--- src/rtl/tone_envelope.sv ---
// ADSR envelope generator driving a PWM amplitude mask over the tune player's square-wave tone.
// The envelope steps at prescaled ticks; the PWM compares a free-running 6-bit counter with the level.
module tone_envelope #(
    parameter int ATTACK_DIV = 4096,
    parameter int DECAY_DIV  = 8192
) (
    input  logic       wb_clk_i,
    input  logic       wb_rst_i,
    input  logic       tone_in,
    input  logic       gate,
    input  logic [5:0] peak,
    input  logic [5:0] sustain,
    output logic       pwm_out,
    output logic [5:0] env_level,
    output logic       busy
);
    localparam int MAX_DIV = (ATTACK_DIV > DECAY_DIV) ? ATTACK_DIV : DECAY_DIV;
    localparam int PRESC_W = $clog2(MAX_DIV);
    localparam logic [PRESC_W-1:0] ATTACK_LAST = PRESC_W'(ATTACK_DIV - 1);
    localparam logic [PRESC_W-1:0] DECAY_LAST  = PRESC_W'(DECAY_DIV - 1);

    typedef enum logic [2:0] {IDLE, ATTACK, DECAY, SUSTAIN, RELEASE} state_t;

    state_t             state;
    logic               gate_d;
    logic [PRESC_W-1:0] presc;
    logic [5:0]         level;
    logic [5:0]         pwm_cnt;
    logic               rise;
    logic               fall;
    logic               tick;

    function automatic logic [5:0] level_up(input logic [5:0] v);
        return (v == 6'd63) ? v : v + 6'd1;
    endfunction

    function automatic logic [5:0] level_dn(input logic [5:0] v);
        return (v == 6'd0) ? v : v - 6'd1;
    endfunction

    assign rise      = gate & ~gate_d;
    assign fall      = ~gate & gate_d;
    assign env_level = level;

    always_comb begin
        tick = 1'b0;
        case (state)
            ATTACK:          tick = (presc == ATTACK_LAST);
            DECAY, RELEASE:  tick = (presc == DECAY_LAST);
            default:         tick = 1'b0;
        endcase
    end

    // Envelope FSM: rise beats fall beats tick; every transition restarts the prescaler.
    always_ff @(posedge wb_clk_i or posedge wb_rst_i) begin
        if (wb_rst_i) begin
            state  <= IDLE;
            level  <= 6'd0;
            presc  <= '0;
            gate_d <= 1'b0;
            busy   <= 1'b0;
        end else begin
            gate_d <= gate;
            if (rise) begin
                state <= ATTACK;
                presc <= '0;
                busy  <= 1'b1;
            end else if (fall && (state inside {ATTACK, DECAY, SUSTAIN})) begin
                state <= RELEASE;
                presc <= '0;
            end else if (tick) begin
                presc <= '0;
                case (state)
                    ATTACK: begin
                        if (level < peak) begin
                            level <= level_up(level);
                            if (level_up(level) >= peak) state <= DECAY;
                        end else begin
                            state <= DECAY;
                        end
                    end
                    DECAY: begin
                        if (level > sustain) begin
                            level <= level_dn(level);
                            if (level_dn(level) <= sustain) state <= SUSTAIN;
                        end else begin
                            state <= SUSTAIN;
                        end
                    end
                    RELEASE: begin
                        level <= level_dn(level);
                        if (level <= 6'd1) begin
                            state <= IDLE;
                            busy  <= 1'b0;
                        end
                    end
                    default: ;
                endcase
            end else if (state inside {ATTACK, DECAY, RELEASE}) begin
                presc <= presc + 1'b1;
            end
        end
    end

    // PWM mask: the tone passes while the wrapping counter sits below the level.
    always_ff @(posedge wb_clk_i or posedge wb_rst_i) begin
        if (wb_rst_i) begin
            pwm_cnt <= 6'd0;
            pwm_out <= 1'b0;
        end else begin
            pwm_cnt <= pwm_cnt + 6'd1;
            pwm_out <= tone_in & (pwm_cnt < level);
        end
    end
endmodule

--- config.mk ---
export PLATFORM = sky130hd
export DESIGN_NAME = tone_envelope
export DESIGN_NICKNAME = d
export VERILOG_FILES = /design/src/rtl/tone_envelope.sv
export SDC_FILE = /design/constraint.sdc
export NUM_CORES = 1
export LEC_CHECK = 0
export CORE_MARGIN = 2
export CORE_UTILIZATION = 55
export DETAILED_ROUTE_END_ITERATION = 10
export GPL_ROUTABILITY_DRIVEN = 0
export HOLD_SLACK_MARGIN = 0.15
export PLACE_DENSITY = 0.8
export SYNTH_ARGS = -nofsm -noshare
export SYNTH_HDL_FRONTEND = slang
export SYNTH_SLANG_ARGS = --single-unit
--- constraint.sdc ---
create_clock -name wb_clk_i -period 8.4 [get_ports wb_clk_i]
set_input_delay 1.68 -clock wb_clk_i [delete_from_list [all_inputs] [get_ports wb_clk_i]]
set_output_delay 1.68 -clock wb_clk_i [all_outputs]
set_load 0.05 [all_outputs]
==> impl_metrics.json, run 1 <==
{
  "period_needed_ps": 3770,
  "synthMuxAreaShare_pct": 4.54,
  "grt_pass1_vias": 1973,
  "synth-edff-count": 0,
  "ys_ff_latch": 31,
  "post_dp_cell_area_mm2": 0.00275,
  "async_flop_share_pct": 100,
  "setup_viol": 0,
  "drive_gt1_share_pct": 5.41,
  "r2r_slack_ps": 5050,
  "pin_count": 24,
  "clock_sinks": 31,
  "cts_tree": "built",
  "root_buffer": "clkbuf_8",
  "finalPower_uw": 387,
  "startpoint_type": "primary input",
  "die_height_um": 71.5,
  "initial_utilization_pct": 57.2,
  "ctsLongestPathBuffers": 2,
  "grt_start_max_net_pins": 32,
  "leakage_uw": 0.00134,
  "post-place-cells": 340,
  "ctsHoldBuffers": 0,
  "cts_setup_buffers": 0,
  "worst_pin_slew_ps": 736,
  "cp-endpoint": "env_level[2]$_DFFE_PP0P_",
  "final_max_slew_viol_count": 0,
  "firstDrtPassIters": 4,
  "wirelength_mm": 5.12,
  "area_growth_syn_to_layout_pct": 13.8,
  "grt_pass1_wl_mm": 9.09,
  "worstPathArrival_ps": 3940,
  "yosys.area_share.simple_pct": 19.4,
  "n_antenna_cell": 0,
  "final.setup.tns_ps": 0,
  "core_area_mm2": 0.00438,
  "max_slew_margin_pct": 50.9,
  "syn_area_mm2": 0.00251,
  "fmax_ghz": 0.265,
  "fin_cells": 348,
  "grt_use_total_pct": 22.2,
  "fin_crit_sh_pct": 44.9,
  "synth_warnings": 0,
  "drt_iter0_markers": 136,
  "stdcell_area_mm2": 0.00285,
  "via_per_inst": 5.79,
  "overflow": 0,
  "rr_worst_depth": 12,
  "power.density_mw_per_mm2": 136,
  "h-tree-depth": 2,
  "final_antenna_net_count": 0,
  "ys_seq_area_share_pct": 31.0,
  "io_buffer_count": 23,
  "synth_adder_area_share_pct": 17.0,
  "fp-row-count": 24,
  "synth.net_count": 326,
  "clock_skew_ps": 9.64,
  "synth_top_family_by_area": "simple AND/OR/NAND/NOR gates",
  "die-width_um": 71.5,
  "ys_types": 49,
  "vias": 2016,
  "cp.required_ps": 8560,
  "syn-instance-count": 276,
  "hold_class": "reg -> reg",
  "cts_resized": 0,
  "crit_fanout": 5,
  "cts_made_buffers": 5,
  "syn_avg_cell_area_um2": 9.08,
  "whs_ps": 480,
  "post-dp-hpwl_mm": 3.90,
  "clkLatencyLatePin_ps": 290,
  "rsz0062_at_grt": "false",
  "dieArea_mm2": 0.00511,
  "fillCellCount": 371,
  "drc": 0,
  "critPathKind": "in -> reg",
  "avgRoutedWirePerCell_um": 14.7,
  "synth_ff_type": "dfrtp_1",
  "crit_path_end_kind": "flip-flop",
  "synth_compound_area_share_pct": 14.7,
  "r2r-start": "env_level[0]$_DFFE_PP0P_",
  "ir_drop_mv": 0.107,
  "reg2reg_to": "state[1]$_DFFE_PP0P_",
  "synthXorXnorAreaFrac_pct": 8.04,
  "nets": 345,
  "finalHoldViolCount": 0,
  "cp-startpoint": "peak[3]",
  "antenna_found_initial": 0,
  "status": "finished, final reports clean",
  "clk_pin_slew_worst_paths_ps": 60,
  "maxCapViolations": 0
}
## final cells by class
cell class | instances | area [um2] | share of cell area, %
multi-input cells | 213 | 1590 | 55.9
flip-flops and latches | 31 | 776 | 27.2
repair buffers | 24 | 238 | 8.34
clock buffers | 7 | 96.3 | 3.38
inverters | 20 | 75.1 | 2.63
well taps | 52 | 65.1 | 2.28
clock inverters | 1 | 7.51 | 0.263
## cell usage after synthesis, drive strengths merged, types with 4 or more instances
| master | instances | share of area, % |
|---|---|---|
| a21o | 6 | 1.8 |
| a21oi | 11 | 2.2 |
| and3 | 5 | 1.2 |
| buf | 6 | 1.5 |
| clkbuf | 6 | 0.90 |
| dfrtp | 31 | 31 |
| ha | 34 | 17 |
| inv | 20 | 3.0 |
| mux2i | 8 | 3.2 |
| nand2 | 16 | 2.4 |
| nand2b | 9 | 2.2 |
| nand3 | 10 | 2.0 |
| nand4 | 5 | 1.2 |
| nor2 | 23 | 3.5 |
| nor3 | 7 | 1.6 |
| o2111ai | 7 | 2.4 |
| o21a | 4 | 1.2 |
| o21ai | 12 | 2.4 |
| xnor2 | 11 | 3.8 |
| xor2 | 12 | 4.2 |
## power breakdown
part | internal (uW) | switching (uW) | total [uW] | leakage [uW]
Clock | 74.5 | 58.3 | 133 | 0.0000505
Combinational | 35.4 | 44.6 | 80.0 | 0.000913
Sequential | 159 | 15.9 | 175 | 0.000379
## worst min-delay path by stage
stage	endpoint	slack, ps	cells past startpoint	startpoint
after CTS	pwm_cnt[5]$_DFF_PP0_	480	1	pwm_cnt[5]$_DFF_PP0_
after detailed placement	pwm_cnt[5]$_DFF_PP0_	470	1	pwm_cnt[5]$_DFF_PP0_
after global placement	pwm_cnt[0]$_DFF_PP0_	450	1	pwm_cnt[0]$_DFF_PP0_
after global routing	pwm_cnt[0]$_DFF_PP0_	510	1	pwm_cnt[0]$_DFF_PP0_
after floorplan	pwm_cnt[0]$_DFF_PP0_	430	1	pwm_cnt[0]$_DFF_PP0_
final	pwm_cnt[5]$_DFF_PP0_	480	1	pwm_cnt[5]$_DFF_PP0_
## metrics by stage
stage / utilization [%] / setup slack (ps)
after CTS: 65.0 / 4640
final: 65.0 / 4630
after detailed placement: 62.7 / 4330
after floorplan: - / 4960
after global routing: 65.0 / 4410
after global placement: 62.7 / 4440
## cells by family after synthesis
group,after synthesis
compound gates,53
xor+xnor,23
fa+ha+maj,34
buf+inv,32
flops,31
mux,11
simple gates,92
## worst max-delay path, stage by stage
cell and delay [ps]:
clkdlybuf4s50_1 450, inv_1 50, ha_1 310, a2111oi_0 430
a21oi_1 190, nand2b_1 130, and3_1 340, mux2_1 350
## state kept, by name, indices dropped and copies added, names as in the netlist
| name | cells |
|---|---|
| presc | 13 |
| pwm_cnt | 6 |
| busy | 1 |
| state | 3 |
| env_level | 6 |
| gate_d | 1 |
| pwm_out | 1 |
## layout by cell type, fill, tap and decap left out, types with 2 or more instances in the layout
cell             synthesis  routed
ha_1                    34      34
dfrtp_1                 31      31
clkdlybuf4s50_1          0      23
nor2_1                  22      22
inv_1                   20      20
nand2_1                 16      16
xor2_1                  12      12
xnor2_1                 11      11
a21oi_1                 11      11
o21ai_0                 11      11
nand3_1                 10      10
nand2b_1                 9       9
mux2i_1                  8       8
o2111ai_1                7       7
clkbuf_8                 0       7
nor3_1                   6       6
a21o_1                   6       6
nand4_1                  5       5
and3_1                   5       5
o21a_1                   4       4
or3_1                    3       3
and2_1                   3       3
and4_1                   3       3
nor2b_1                  2       2
o31ai_1                  2       2
mux2_2                   2       2
## per-layer routing
metal / vias to the layer above / part of all wire (%) / global-route usage (%)
met5: - / 0 / 0
met4: 0 / 1.7 / 7.13
met3: 11 / 3.9 / 4.22
met2: 40 / 45 / 33.5
met1: 938 / 50 / 32.3
li1: 1027 / - / -
(Power assumes the default switching activity.)
==> run 2: changes to the inputs <==
- clock period: 8.4 -> 3.96 ns (I/O delays scaled with it)
==> impl_metrics.json, run 2 (synthesis gave the netlist of run 1 again) <==
{
  "status": "finished, final reports clean",
  "crit_path_top_delay_cell": "a2111oi_2",
  "startpoint_type": "flip-flop",
  "drive_gt1_share_pct": 5.72,
  "worst-path-buf-inv": 0,
  "cp.required_ps": 4140,
  "final_cell_mix": "ha_1 (34), dfrtp_1 (31), clkdlybuf4s50_1 (23)",
  "ir_drop_mv": 0.354,
  "nets": 346,
  "fp-row-count": 24,
  "pin_count": 24,
  "ctsHoldBuffers": 0,
  "cts_setup_buffers": 0,
  "maxCapViolations": 0,
  "critPathMaxStageDelay_ps": 560,
  "crit_cells": 12,
  "cp-startpoint": "env_level[0]$_DFFE_PP0P_",
  "initial_utilization_pct": 57.2,
  "wirelength_mm": 5.38,
  "area_growth_syn_to_layout_pct": 14.6,
  "fillCellCount": 344,
  "clkLatencyLatePin_ps": 280,
  "crit_path_end_kind": "flip-flop",
  "grt_use_total_pct": 22.1,
  "die_height_um": 71.5,
  "final_antenna_net_count": 0,
  "finalPower_uw": 869,
  "cp-endpoint": "state[1]$_DFFE_PP0P_",
  "fmax_ghz": 0.306,
  "crit_fanout": 9,
  "final_util_pct": 65.5,
  "core_area_mm2": 0.00438,
  "grt_pass1_wl_mm": 9.11,
  "power.density_mw_per_mm2": 303,
  "setup_slack_ps": 689,
  "die-width_um": 71.5,
  "drc": 0,
  "io_buffer_count": 23,
  "clock_sinks": 31,
  "hold_class": "reg -> reg",
  "cp_top_family": "compound AO/OA/AOI/OAI gates",
  "overflow": 0,
  "path_cells": "ha_1 > nand3_1 > or3_1 > nand3_1 > o21a_1 > ha_1 > a21o_1 > a31oi_1 > o21ai_0 > a2111oi_2 > nor3_2 > o211a_1",
  "finalHoldViolCount": 0,
  "n_antenna_cell": 0,
  "grt_pass1_vias": 1980,
  "largest_register_ffs": 13,
  "h-tree-depth": 2,
  "rsz0062_at_grt": "false",
  "clk_pin_slew_worst_paths_ps": 70,
  "max_slew_margin_pct": 53.4,
  "final_common_cell": "ha_1",
  "reg2reg_to": "state[1]$_DFFE_PP0P_",
  "critPathKind": "reg -> reg",
  "r2r-start": "env_level[0]$_DFFE_PP0P_",
  "firstDrtPassIters": 4,
  "post-place-ws_ps": 730,
  "post-dp-hpwl_mm": 4.07,
  "worst_pin_slew_ps": 698,
  "via_per_inst": 5.82,
  "cts_tree": "built",
  "whs_ps": 470,
  "grt_start_max_net_pins": 20,
  "period_needed_ps": 3270,
  "dieArea_mm2": 0.00511,
  "leakage_uw": 0.00136,
  "final.setup.tns_ps": 0,
  "rr_worst_depth": 12,
  "r2r_slack_ps": 690,
  "antenna_found_initial": 0,
  "vias": 2030,
  "clock_skew_ps": 8.42,
  "ctsLongestPathBuffers": 2,
  "avgRoutedWirePerCell_um": 15.4,
  "worstPathArrival_ps": 3450,
  "cts_made_buffers": 5,
  "root_buffer": "clkbuf_8",
  "fin_crit_sh_pct": 82.6,
  "setup_viol": 0,
  "regMostFlops": "presc",
  "drt_iter0_markers": 104,
  "cts_resized": 0,
  "final_max_slew_viol_count": 0
}
run 2: changes by cell type in the layout (fill, tap and decap cells not counted):
cell and delta:
clkinv_2 +1, clkbuf_8 -1, clkinvlp_4 -1, buf_4 +1, bufinv_16 +1
run 2: area by class of cell:
class,count,area (um2),area share [%]
multi-input cells,213,1590,55.5
well taps,52,65.1,2.26
clock buffers,6,82.6,2.87
inverters,20,75.1,2.61
clock inverters,2,35.0,1.22
repair buffers,25,245,8.54
flip-flops and latches,31,776,27.0
run 2: power by group:
group | switching (uW) | total [uW] | internal (uW)
clock network | 118 | 322 | 203
logic | 97.7 | 177 | 79.6
registers | 33.2 | 370 | 337
total | 249 | 869 | 620
run 2: metrics by stage:
step | area, um2 | std cells
2_1_floorplan | 2510 | 276
3_3_place_gp | 2760 | 341
3_5_place_dp | 2760 | 341
4_1_cts | 2870 | 349
5_1_grt | 2870 | 349
6_report | 2870 | 349
run 2: metal layers:
| layer | up-vias | share of wire (%) | global-route usage, % |
|---|---|---|---|
| met5 | - | 0 | 0 |
| met4 | 0 | 2.4 | 8.60 |
| met3 | 15 | 4.3 | 4.36 |
| met2 | 49 | 46 | 35.3 |
| met1 | 944 | 47 | 29.6 |
| li1 | 1022 | - | - |
run 2: how the worst min path moves through the flow:
| stage | startpoint | to | slack, ps | cells past startpoint |
|---|---|---|---|---|
| floorplan | pwm_cnt[0]$_DFF_PP0_ | pwm_cnt[0]$_DFF_PP0_ | 430 | 1 |
| global placement | pwm_cnt[0]$_DFF_PP0_ | pwm_cnt[0]$_DFF_PP0_ | 460 | 1 |
| detailed placement | pwm_cnt[5]$_DFF_PP0_ | pwm_cnt[5]$_DFF_PP0_ | 470 | 1 |
| CTS | pwm_cnt[5]$_DFF_PP0_ | pwm_cnt[5]$_DFF_PP0_ | 480 | 1 |
| global route | pwm_cnt[5]$_DFF_PP0_ | pwm_cnt[5]$_DFF_PP0_ | 500 | 1 |
| finish | pwm_cnt[0]$_DFF_PP0_ | pwm_cnt[0]$_DFF_PP0_ | 470 | 1 |
==> run 3: changes to the inputs <==
- clock period: 3.96 -> 3.4 ns (I/O delays scaled with it)
==> impl_metrics.json, run 3 (synthesis gave the netlist of run 1 again) <==
{
  "area_growth_syn_to_layout_pct": 14.7,
  "crit_fanout": 7,
  "n_antenna_cell": 0,
  "die_height_um": 71.5,
  "fmax_ghz": 0.328,
  "clock_skew_ps": 8.25,
  "grt_pass1_vias": 1981,
  "final_common_cell": "ha_1",
  "wirelength_mm": 5.24,
  "io_buffer_count": 23,
  "initial_utilization_pct": 57.2,
  "cts_tree": "built",
  "finalHoldViolCount": 0,
  "reg2reg_to": "state[1]$_DFFE_PP0P_",
  "period_needed_ps": 3050,
  "rsz0062_at_grt": "false",
  "clkLatencyLatePin_ps": 280,
  "setup_slack_ps": 354,
  "final.setup.tns_ps": 0,
  "crit_path_end_kind": "flip-flop",
  "clock_sinks": 31,
  "r2r_slack_ps": 350,
  "status": "finished, final reports clean",
  "fp-row-count": 24,
  "startpoint_type": "flip-flop",
  "avgRoutedWirePerCell_um": 14.8,
  "post-dp-hpwl_mm": 4.05,
  "whs_path_depth": 1,
  "ctsHoldBuffers": 0,
  "dieArea_mm2": 0.00511,
  "cts_setup_buffers": 0,
  "drc": 0,
  "final_cell_mix": "ha_1 (34), dfrtp_1 (30), clkdlybuf4s50_1 (23)",
  "hp-start": "pwm_cnt[0]$_DFF_PP0_",
  "leakage_uw": 0.00136,
  "final_max_slew_viol_count": 0,
  "ir_drop_mv": 0.237,
  "critPathKind": "reg -> reg",
  "setup_viol": 0,
  "pin_count": 24,
  "worst_hold_path.endpoint": "pwm_cnt[0]$_DFF_PP0_",
  "hold_class": "reg -> reg",
  "ctsLongestPathBuffers": 2,
  "drive_gt1_share_pct": 6.95,
  "maxCapViolations": 0,
  "fillCellCount": 367,
  "grt_use_total_pct": 22.2,
  "via_per_inst": 5.82,
  "overflow": 0,
  "core_area_mm2": 0.00438,
  "grt_start_max_net_pins": 32,
  "fin_crit_sh_pct": 89.6,
  "vias": 2059,
  "worst_pin_slew_ps": 644,
  "regMostFlops": "presc",
  "rr_worst_depth": 12,
  "root_buffer": "clkbuf_8",
  "drt_iter0_markers": 119,
  "clk_pin_slew_worst_paths_ps": 70,
  "largest_register_ffs": 13,
  "grt_pass1_wl_mm": 9.00,
  "power.density_mw_per_mm2": 318,
  "r2r-start": "env_level[1]$_DFFE_PP0P_",
  "post-place-ws_ps": 253,
  "firstDrtPassIters": 4,
  "stdcell_area_mm2": 0.00288,
  "whs_ps": 469,
  "max_slew_margin_pct": 56.9,
  "nets": 351,
  "worstPathArrival_ps": 3220,
  "cts_resized": 0,
  "cp.required_ps": 3570,
  "post_dp_cell_area_mm2": 0.00279,
  "antenna_found_initial": 0,
  "die-width_um": 71.5,
  "h-tree-depth": 2,
  "cts_made_buffers": 5,
  "final_antenna_net_count": 0
}
## run 3: cell count changes in the layout (fill, tap and decap cells not counted), sizes merged
cell    previous run  this run
buf                2         7
bufinv             1         0
clkbuf             6         7
## run 3: cell type report
type                       instances  area [um2]  share of cell area, %
timing repair buffer              30         283                   9.83
clock buffer                       7        76.3                   2.65
clock inverter                     1        5.00                  0.174
tap                               52        65.1                   2.26
multi-input combinational        213        1590                   55.4
inverter                          20        75.1                   2.61
sequential                        31         777                   27.0
## run 3: how the worst max path moves through the flow
stage | startpoint | end | depth (start not counted)
floorplan | env_level[0]$_DFFE_PP0P_ | state[1]$_DFFE_PP0P_ | 13
global placement | env_level[1]$_DFFE_PP0P_ | state[1]$_DFFE_PP0P_ | 12
detailed placement | env_level[1]$_DFFE_PP0P_ | state[1]$_DFFE_PP0P_ | 12
CTS | env_level[1]$_DFFE_PP0P_ | state[1]$_DFFE_PP0P_ | 12
global route | env_level[1]$_DFFE_PP0P_ | state[1]$_DFFE_PP0P_ | 12
finish | env_level[1]$_DFFE_PP0P_ | state[1]$_DFFE_PP0P_ | 12
## run 3: report_power, final
part           internal [uW]  switching (uW)
combinational           92.8             111
clock                    143             136
sequential               392            37.3
## run 3: stage by stage
stage | total power (uW) | cells | util, %
after floorplan | 587 | 276 | -
after CTS | 918 | 354 | 65.6
final | 913 | 354 | 65.6
after global placement | 636 | 346 | 63.7
after detailed placement | 635 | 346 | 63.7
after global routing | 969 | 354 | 65.6
## run 3: metal layers
metal	vias to the layer above	wire, um	global-route usage [%]
li1	1039	-	-
met1	949	2560	31.7
met2	59	2310	33.0
met3	12	251	4.64
met4	0	112	9.22
met5	-	0	0
## run 3: worst max-delay path, stage by stage (launching register included)
cell       delay, ps
dfrtp_2          430
ha_1             220
nand3_1          140
or3_1            440
nand3_1          120
o21a_1           140
ha_1             240
a21o_1           180
a31oi_1          120
o21ai_0          140
a2111oi_2        430
nor3_2           100
o211a_1          220
